## src/rtl/ddp_hs_pkg.sv

```systemverilog
// rtl/ddp_hs_pkg.sv - shared Send/Ack handshake states and source constants
package ddp_hs_pkg;

    typedef enum logic [1:0] {
        IDLE = 2'd0,
        REQ  = 2'd1,
        ACK  = 2'd2,
        RTZ  = 2'd3
    } hs_state_t;

    localparam logic SRC_A    = 1'b0;
    localparam logic SRC_B    = 1'b1;
    // B as the reset "last" source makes A win the first contention
    localparam logic LAST_RST = SRC_B;

endpackage

```

## src/rtl/rr_pick2.sv

```systemverilog
// rtl/rr_pick2.sv - two-way round-robin pick, purely combinational
module rr_pick2
    import ddp_hs_pkg::*;
(
    input  logic req_a,
    input  logic req_b,
    input  logic last,
    output logic gnt_valid,
    output logic gnt_sel
);

    logic w_both;

    assign w_both    = req_a & req_b;
    assign gnt_valid = req_a | req_b;
    // On contention the source that did not win last time goes next
    assign gnt_sel   = w_both ? ~last : (req_b ? SRC_B : SRC_A);

endmodule

```

## src/rtl/cm_arb.sv

```systemverilog
// rtl/cm_arb.sv - two-input round-robin merge arbiter, four-phase Send/Ack
module cm_arb
    import ddp_hs_pkg::*;
#(
    parameter int DW = 16
) (
    input  logic          CLK,
    input  logic          MR_N,
    input  logic          Send_in_a,
    input  logic [DW-1:0] Data_in_a,
    output logic          Ack_out_a,
    input  logic          Send_in_b,
    input  logic [DW-1:0] Data_in_b,
    output logic          Ack_out_b,
    output logic          Send_out,
    output logic [DW-1:0] Data_out,
    input  logic          Ack_in,
    output logic          MG_CP,
    output logic          MG_SEL
);

    hs_state_t     r_state;
    hs_state_t     w_next;
    logic          r_last;
    logic          r_sel;
    logic          r_cp;
    logic          r_send;
    logic          r_ack_a;
    logic          r_ack_b;
    logic [DW-1:0] r_data;

    logic          w_gnt_valid;
    logic          w_gnt_sel;
    logic          w_grant;
    logic          w_send_g;

    rr_pick2 u_pick (
        .req_a     (Send_in_a),
        .req_b     (Send_in_b),
        .last      (r_last),
        .gnt_valid (w_gnt_valid),
        .gnt_sel   (w_gnt_sel)
    );

    // A stale downstream ack blocks new grants until it has returned to zero
    assign w_grant  = (r_state == IDLE) && !Ack_in && w_gnt_valid;
    assign w_send_g = (r_sel == SRC_B) ? Send_in_b : Send_in_a;

    always_comb begin
        w_next = r_state;
        case (r_state)
            IDLE:    if (w_grant)   w_next = REQ;
            REQ:     if (Ack_in)    w_next = ACK;
            ACK:     if (!w_send_g) w_next = RTZ;
            RTZ:     if (!Ack_in)   w_next = IDLE;
            default: w_next = IDLE;
        endcase
    end

    always_ff @(posedge CLK or negedge MR_N) begin
        if (!MR_N) begin
            r_state <= IDLE;
            r_last  <= LAST_RST;
            r_sel   <= SRC_A;
            r_cp    <= 1'b0;
            r_send  <= 1'b0;
            r_ack_a <= 1'b0;
            r_ack_b <= 1'b0;
            r_data  <= '0;
        end else begin
            r_state <= w_next;
            r_cp    <= w_grant;
            if (w_grant) begin
                r_data <= (w_gnt_sel == SRC_B) ? Data_in_b : Data_in_a;
                r_sel  <= w_gnt_sel;
                r_send <= 1'b1;
            end
            if (r_state == REQ && Ack_in) begin
                r_ack_a <= (r_sel == SRC_A);
                r_ack_b <= (r_sel == SRC_B);
            end
            if (r_state == ACK && !w_send_g) begin
                r_send <= 1'b0;
            end
            if (r_state == RTZ && !Ack_in) begin
                r_ack_a <= 1'b0;
                r_ack_b <= 1'b0;
                r_last  <= r_sel;
            end
        end
    end

    assign Ack_out_a = r_ack_a;
    assign Ack_out_b = r_ack_b;
    assign Send_out  = r_send;
    assign Data_out  = r_data;
    assign MG_CP     = r_cp;
    assign MG_SEL    = r_sel;

endmodule

```

## config.mk

```make
export PLATFORM = sky130hd
export DESIGN_NAME = cm_arb
export DESIGN_NICKNAME = d
export VERILOG_FILES = /design/src/rtl/ddp_hs_pkg.sv /design/src/rtl/rr_pick2.sv /design/src/rtl/cm_arb.sv
export SDC_FILE = /design/constraint.sdc
export NUM_CORES = 1
export LEC_CHECK = 0
export CAP_MARGIN = 30
export CORE_ASPECT_RATIO = 1.2
export CORE_MARGIN = 2
export CORE_UTILIZATION = 65
export DETAILED_ROUTE_END_ITERATION = 12
export DONT_BUFFER_PORTS = 1
export GPL_TIMING_DRIVEN = 0
export PLACE_DENSITY_LB_ADDON = 0.25
export SETUP_SLACK_MARGIN = 0.4
export SYNTH_ARGS = -nofsm -noshare
export SYNTH_HDL_FRONTEND = slang
export SYNTH_SLANG_ARGS = --single-unit
```

## constraint.sdc

```tcl
create_clock -name CLK -period 4.2 [get_ports CLK]
set_input_delay 0.63 -clock CLK [delete_from_list [all_inputs] [get_ports CLK]]
set_output_delay 0.63 -clock CLK [all_outputs]
set_load 0.005 [all_outputs]
```

== Word-level counts from Yosys, hierarchy flattened ==
Cells that the tools add are included.
Operators by class
  equal/unequal tests: 7
  mux-type cells: 15
  bitwise gates (word level): 4
  reduce and logical (&&, ||, !) cells: 11
Operators by type and width (number)
  $mux W16: 1
  $mux W1: 9
  $mux W2: 4
  $ne A2 B2 Y1 const B: 4
  $pmux W2 S4: 1
  $logic_and A1 B1 Y1: 5
  $eq A2 B2 Y1 const B: 2
  $reduce_and A4 Y1: 1
  $reduce_bool A2 Y1: 2
  $eq A2 B1 Y1 const B: 1
  $logic_not A1 Y1: 2
  $logic_not A2 Y1: 1
  $not A1 Y1: 2
  $and A1 B1 Y1: 1
  $or A1 B1 Y1: 1
Storage, ports and cells
  bits in registers: 24
  input port bits: 37
  output and inout port bits: 21
  logic and storage cells: 45

== Logic depth before layout (Yosys ltp) ==
  word-level depth: 5
  mapped depth: 7
  mapped depth without buffers: 6

== By module ==
From an unflattened synthesis, not the netlist that was laid out.
Second synthesis, totals
  cell total of the unflattened synthesis: 110
  area total of the unflattened synthesis: 1212.4 µm²
By module, submodules not included
  cm_arb: instances 1, cells each 108, area an instance 1198.6 µm², sequential area each 601.8 µm²
  rr_pick2: instances 1, cells each 2, area an instance 13.8 µm², sequential area each 0.0 µm²

== Worst setup path before layout ==
No wires, ideal clock.
  kind: in2reg
  from: in Ack_in
  to: reg r_state[1]
  library setup time: 0.125 ns
  arrival: 1.734 ns
  required time: 4.075 ns
  path slack: 2.341 ns
  stages on the path: 4
  path buffers: 1
  cell sequence: or3b_1 > buf_2 > a211o_1 > mux2_4
On the way
  longest elaborated chain between the ends: 5
  elaborated cells between the ends (all ways): 7
  classes of those cells: eq/ne: 3; reduce/logical: 4
Ends and longest elaborated chain
  from (decl): RTL line cm_arb.sv:17  | input logic Ack_in,
  $logic_not A1 Y1: RTL line cm_arb.sv:46  | assign w_grant = (r_state == IDLE) && !Ack_in && w_gnt_valid;
  $logic_and A1 B1 Y1 (2 in a row): RTL line cm_arb.sv:46
  $ne A2 B2 Y1 (no line)
  $reduce_and A4 Y1 (no line) (*)
  to (signal assigned): RTL line cm_arb.sv:71  | r_state <= w_next;
  to (decl): RTL line cm_arb.sv:22  | hs_state_t r_state;
Mark *: on every way between the ends. The rest lies on a longest branch, timed or not.
A chain may end at the register's enable or synchronous reset.

== Worst setup path after layout ==
  from: reg r_state[0]
  to: reg r_state[1]
On the way
  longest elaborated chain between the ends: 5
  elaborated cells between the ends (all ways): 12
  classes of those cells: eq/ne: 7; mux: 1; reduce/logical: 4
Ends and longest elaborated chain (RTL line)
  $logic_not A2 Y1: cm_arb.sv:46, cm_arb.sv:51
  $logic_and A1 B1 Y1 (2 in a row): cm_arb.sv:46
  $ne A2 B2 Y1 (no line)
  $reduce_and A4 Y1 (no line)
Several ways; a longest one is shown, not always the timed one.

==> results.json <==
{
  "routed_via_density": 6.17,
  "rrSetupSlack_ns": 2.23,
  "r2r_start": "r_state[0]$_DFFE_PN0P_",
  "async_flop_share_pct": 100,
  "n_fill_cell": 113,
  "cp_max_fo": 8,
  "hold_viol": 0,
  "place.port_buffers": 0,
  "antennaDiodeCount": 0,
  "wirelength_um": 2200,
  "start_util_pct": 69.5,
  "ys.flop_type": "dfrtp_1",
  "gp_congestion": 0.748,
  "endpoint_kind": "register",
  "yosys_warnings": 0,
  "drive_above_1_share_pct": 11.5,
  "synth_edf_count": 0,
  "synth_cell_type_count": 21,
  "core-area_sq_um": 1660,
  "clk_pin_slew_ns": 0.13,
  "slew_headroom_pct": 69.7,
  "ys_top_cells_by_count": "dfrtp_1, nand2_1, mux2i_1",
  "cap_viol_max_count": 0,
  "clock_sinks": 24,
  "register_area_sq_um": 602,
  "avgSynthCellArea_sq_um": 10.8,
  "synth.most_common_cell": "dfrtp_1",
  "p_leak_nw": 0.625,
  "overflow": 0,
  "numCtsBuffers": 3,
  "drcViolationCount": 0,
  "multi_input_area_sq_um": 512,
  "drtIter0Drc": 12,
  "setup_viol": 0,
  "grt_pass1_wl_um": 3630,
  "fin_crit_ns": 1.97,
  "cts-root-buf": "clkbuf_4",
  "wl_met2_um": 1150,
  "antenna_left": 0,
  "hold_class": "in2async",
  "dp_slack_ns": 2.25,
  "worstReg2RegEnd": "r_state[1]$_DFFE_PN0P_",
  "htree_levels": 1,
  "dr.pass1.iters": 4,
  "synth_top_area_share_pct": 49.8,
  "grt_antenna_before_repair": 0,
  "cp-start-kind": "register",
  "post_drt_wl_per_cell_um": 16.8,
  "die_w_um": 42.5,
  "period_share_pct": 46.8,
  "io_pins": 58,
  "postSynthCellCount": 107,
  "drv_slew": 0,
  "yosysTopAreaCell": "dfrtp_1",
  "run_status": "finished clean",
  "grt_max_degree": 24,
  "route.layer.met1.wl_um": 879,
  "rsz0062_at_grt": "no",
  "syn_area_sq_um": 1150,
  "synth_nets": 148,
  "cts-resized-gates": 0,
  "crit_path_start": "r_state[0]$_DFFE_PN0P_",
  "die_y_um": 50.2,
  "tns_ns": 0,
  "p_per_area_nw_per_um2": 658,
  "grt_usage_pct": 22.5,
  "fmax_mhz": 509,
  "num_vias": 808,
  "holdWs_ns": 0.145,
  "wl_met3_um": 163,
  "post-cts-setup-buffer-count": 0,
  "irDropWorstVdd_mv": 0.356,
  "clock_latency_ns": 0.30,
  "yosysSeqAreaShare_pct": 52.1,
  "setup_ws_ns": 2.23,
  "ys_top_cells_by_area": "dfrtp_1, mux2i_1, o21ai_0",
  "cts_buffer_depth": 2,
  "crit_type": "reg2reg",
  "num_rows": 16,
  "place_hpwl_um": 1650,
  "crit_required_ns": 4.40,
  "hold_buffers": 1,
  "cts_tree": "yes",
  "die_area_sq_um": 2130,
  "fin_skew_ns": 0.00285,
  "first_global_vias": 850,
  "nNetsFinal": 155,
  "syn_to_final_growth_pct": 8.34,
  "reg2reg_depth": 6,
  "arrival_ns": 2.17,
  "worstMarginPinSlew_ns": 0.454,
  "top_layer": "met4",
  "ys_ff_latch": 24
}
## per-stage QoR
step	utilization, %	instance area [sq um]	cells	total power [mW]
floorplan	-	1150	107	0.634
global placement	70.9	1180	125	0.679
detailed placement	70.9	1180	125	0.702
CTS	73.6	1220	130	0.824
global route	75.3	1250	131	0.886
finish	75.3	1250	131	0.823
## critical path, stage by stage (launching register included)
cell and delay [ns]:
dfrtp_1 0.43, inv_1 0.10, ha_1 0.19, or3b_1 0.34
buf_2 0.17, a211o_1 0.33, mux2_4 0.30
## layout by cell type (no fill, tap or decap), types with 3 or more instances in the layout
cell,synthesis,routed
dfrtp_1,23,23
clkbuf_4,0,3
inv_1,4,4
buf_2,3,3
clkbuf_1,3,3
ha_1,4,4
o21ai_0,16,16
mux2i_1,18,18
mux2_2,3,3
nand2_1,19,19
## where the power goes
group	switching (mW)	internal (mW)	leakage, nW	total [mW]
clock	0.0673	0.0529	0.0210	0.120
combinational	0.139	0.137	0.305	0.276
sequential	0.0871	0.340	0.299	0.427
total	0.294	0.529	0.625	0.823
## sequential cells by signal, summed over array words and instances (netlist names)
name,count
MG_SEL,1
r_last,1
Ack_out_b,1
MG_CP,1
Send_out,1
r_state,2
Data_out,16
Ack_out_a,1
## worst max path at each step
| stage | slack (ns) | endpoint |
|---|---|---|
| 2_1_floorplan | 2.34 | r_state[1]$_DFFE_PN0P_ |
| 3_3_place_gp | 2.30 | r_state[1]$_DFFE_PN0P_ |
| 3_5_place_dp | 2.25 | r_state[1]$_DFFE_PN0P_ |
| 4_1_cts | 2.23 | r_state[1]$_DFFE_PN0P_ |
| 5_1_grt | 2.16 | r_state[1]$_DFFE_PN0P_ |
| 6_report | 2.23 | r_state[1]$_DFFE_PN0P_ |
## final cells by class
cell class | instances | share of cell area (%)
inverters | 4 | 1.20
well taps | 18 | 1.80
plain buffers | 6 | 2.10
flip-flops and latches | 24 | 48.1
multi-input cells | 73 | 40.9
repair buffers | 2 | 3.00
clock buffers | 4 | 2.90
## layer usage
| metal | track usage [%] | vias to the layer above |
|---|---|---|
| met5 | 0 | - |
| met4 | 7.29 | 0 |
| met3 | 3.96 | 2 |
| met2 | 42.3 | 40 |
| met1 | 25.4 | 390 |
| li1 | - | 376 |
## logic make-up (layout without fill, tap and decap cells)
kind of cell | count (synthesis) | after routing | synth area share [%]
mux | 22 | 22 | 19.8
buf+inv | 10 | 16 | 3.57
compound gates | 22 | 22 | 11.1
simple gates | 25 | 25 | 9.10
flops | 24 | 24 | 52.1
fa+ha+maj | 4 | 4 | 4.33
No activity file was read; power rests on OpenSTA's default activity.
==> RTL change, RTL diff (config.mk and constraints unchanged) <==
Set the parameter `DW` to 32 (it was 16).
--- a/src/rtl/cm_arb.sv
+++ b/src/rtl/cm_arb.sv
@@ -2,7 +2,7 @@
 module cm_arb
     import ddp_hs_pkg::*;
 #(
-    parameter int DW = 16
+    parameter int DW = 32
 ) (
     input  logic          CLK,
     input  logic          MR_N,
Ports: changed (resized Data_in_a, Data_in_b and Data_out); port bits go from 58 to 106. The function was not compared with the original's and may differ.
==> RTL change against the original RTL <==
- total power rose by 69%
- synthesized area rose by 63%
- design area rose by 63%
- count of clock-buffer cells in the layout rose by 3
- sequential cell count rose by 16
- worst setup slack improved by 110 ps
- combinational power rose by 47%
- routed wire length rose by 78%
- critical path depth did not move
- largest cell class unchanged
==> RTL change: results (changes against the original RTL) <==
Status
  – Outcome: completed (unchanged)

Worst setup path
  – CP arrival: 2090 ps (was 2170 ps)
  – Slowest CP cell: dfrtp_1 (unchanged)
  – CP delay by family, top: compound AO/OA/AOI/OAI gates (was flip-flops)
  – Reg2Reg Setup Slack: 2340 ps (was 2230 ps)
  – Worst R2R End: r_state[1] (unchanged)
  – CP max FO: 10 (was 8)
  – CP peak stage delay: 410 ps (was 430 ps)

Logic synthesis
  – Post-synthesis mux area share: 19.99% (was 19.83%)
  – Syn. warnings: 0 (unchanged)
  – Synth Area in Adders: 2.656% (was 4.334%)
  – Post-synthesis cell type count: 22 (was 21)
  – Seq/Total Area, Yosys: 53.19% (was 52.11%)
  – Ranking of synthesized cells by instance count: 39 x dfrtp_1, 36 x o21ai_0, 35 x mux2i_1, 35 x nand2_1 (was 23 x dfrtp_1, 19 x nand2_1, 18 x mux2i_1)
  – Synth Area in XOR/XNOR: 0% (unchanged)
  – Synth area leaders: dfrtp_1 52%, mux2i_1 19%, o21ai_0 9.6% (was dfrtp_1 50%, mux2i_1 16%, o21ai_0 6.9%)
  – Syn Inst Count: 178 (was 107)
  – Syn nets: 251 (was 148)
  – Compound-Gate Fraction of Synth Area: 12.22% (was 11.05%)

Power
  – P_leak: 1.002 nW (was 0.6252 nW)
  – Worst IR Drop VDD: 0.4184 mV (was 0.3560 mV)

Clocking
  – Total CTS buffers: 5 (was 3)
  – CTS clk-pin slew, worst paths: 110 ps (was 130 ps)
  – Max Root-Sink Buffers: 2 (unchanged)
  – Clk_lat worst skew: 330 ps (was 300 ps)
  – H-tree levels: 2 (was 1)
  – Post-CTS sizing: 0 (unchanged)
  – Post-CTS Setup Inserts: 0 (unchanged)

Global routing
  – Vias in the first global route: 1394 (was 850)
  – Initial antenna violation count: 0 (unchanged)
  – First-pass GRT wire length: 6134 µm (was 3629 µm)
  – Gr usage total: 24.83% (was 22.54%)
  – Largest net degree at the start of global routing: 40 (was 24)

Layout
  – Ant diodes: 0 (unchanged)
  – Fill count: 202 (was 113)
  – Share of cells above drive strength 1: 10.70% (was 11.50%)
  – Max reg flops: 32 (was 16)
  – NumNets Final: 259 (was 155)

STA
  – Worst Skew: 3.075 ps (was 2.848 ps)
  – Worst Tran Pin Value: 417.9 ps (was 454.4 ps)
  – WHS: 122.6 ps (was 145.4 ps)

Routing
  – Final WL: 3912 µm (was 2203 µm)
  – Vias after detailed routing: 1329 (was 808)
  – 1st-iter DRT viols: 33 (was 12)
  – WL/cell: 17.70 µm (was 16.82 µm)

Place
  – Number of I/O port buffers: 0 (unchanged)
  – Post-DP HPWL: 2855 µm (was 1649 µm)
  – Area after DPL: 1927 µm² (was 1177 µm²)
  – Cells after DPL: 212 (was 125)
  – GP Congestion: 0.7339 (was 0.7479)
  – Dpl ws: 2401 ps (was 2253 ps)
==> RTL change: cells by family after synthesis <==
| logic type | after synthesis |
|---|---|
| adders and majority gates | 4 |
| AOI/OAI and AO/OA | 42 |
| muxes | 37 |
| and+or+nand+nor | 38 |
| DFF | 40 |
| buffers and inverters | 17 |
==> RTL change: cell type report <==
type	count	area [µm²]	area share (%)
sequential	40	1002	49.08
multi-input combinational	121	803.3	39.34
clock buffer	7	65.06	3.186
buffer	11	56.30	2.757
tap	34	42.54	2.083
clock inverter	1	30.03	1.471
inverter	6	22.52	1.103
timing repair buffer	1	20.02	0.9804
==> RTL change: what timing repair did <==
| action | in CTS | in global routing |
|---|---|---|
| hold buffers | 1 | 0 |
| endpoints found under the hold margin | 39 | 0 |
| endpoints found under the setup margin | 0 | 0 |
==> RTL change: worst max-delay path by stage <==
stage	slack [ps]	to	cells past startpoint	start
floorplan	2540	r_state[1]	6	r_state[0]
global placement	2440	r_state[1]	6	r_state[0]
detailed placement	2400	r_state[1]	6	r_state[0]
CTS	2370	r_state[1]	6	r_state[1]
global route	2260	r_state[1]	6	r_state[0]
finish	2340	r_state[1]	6	r_state[0]
==> RTL change: per-layer routing <==
metal,global-route usage (%),vias up,routed length (µm)
met5,0,-,0
met1,28.64,621,1517
met2,42.19,78,1939
met4,8.974,0,55
met3,7.656,7,399
li1,-,623,-
==> RTL change: report_power, final <==
part | internal (mW) | total (mW) | switching [mW] | leakage, nW
Clock | 0.158 | 0.277 | 0.119 | 0.0515
Combinational | 0.178 | 0.405 | 0.226 | 0.451
Sequential | 0.564 | 0.705 | 0.141 | 0.500
Total | 0.901 | 1.39 | 0.486 | 1.00
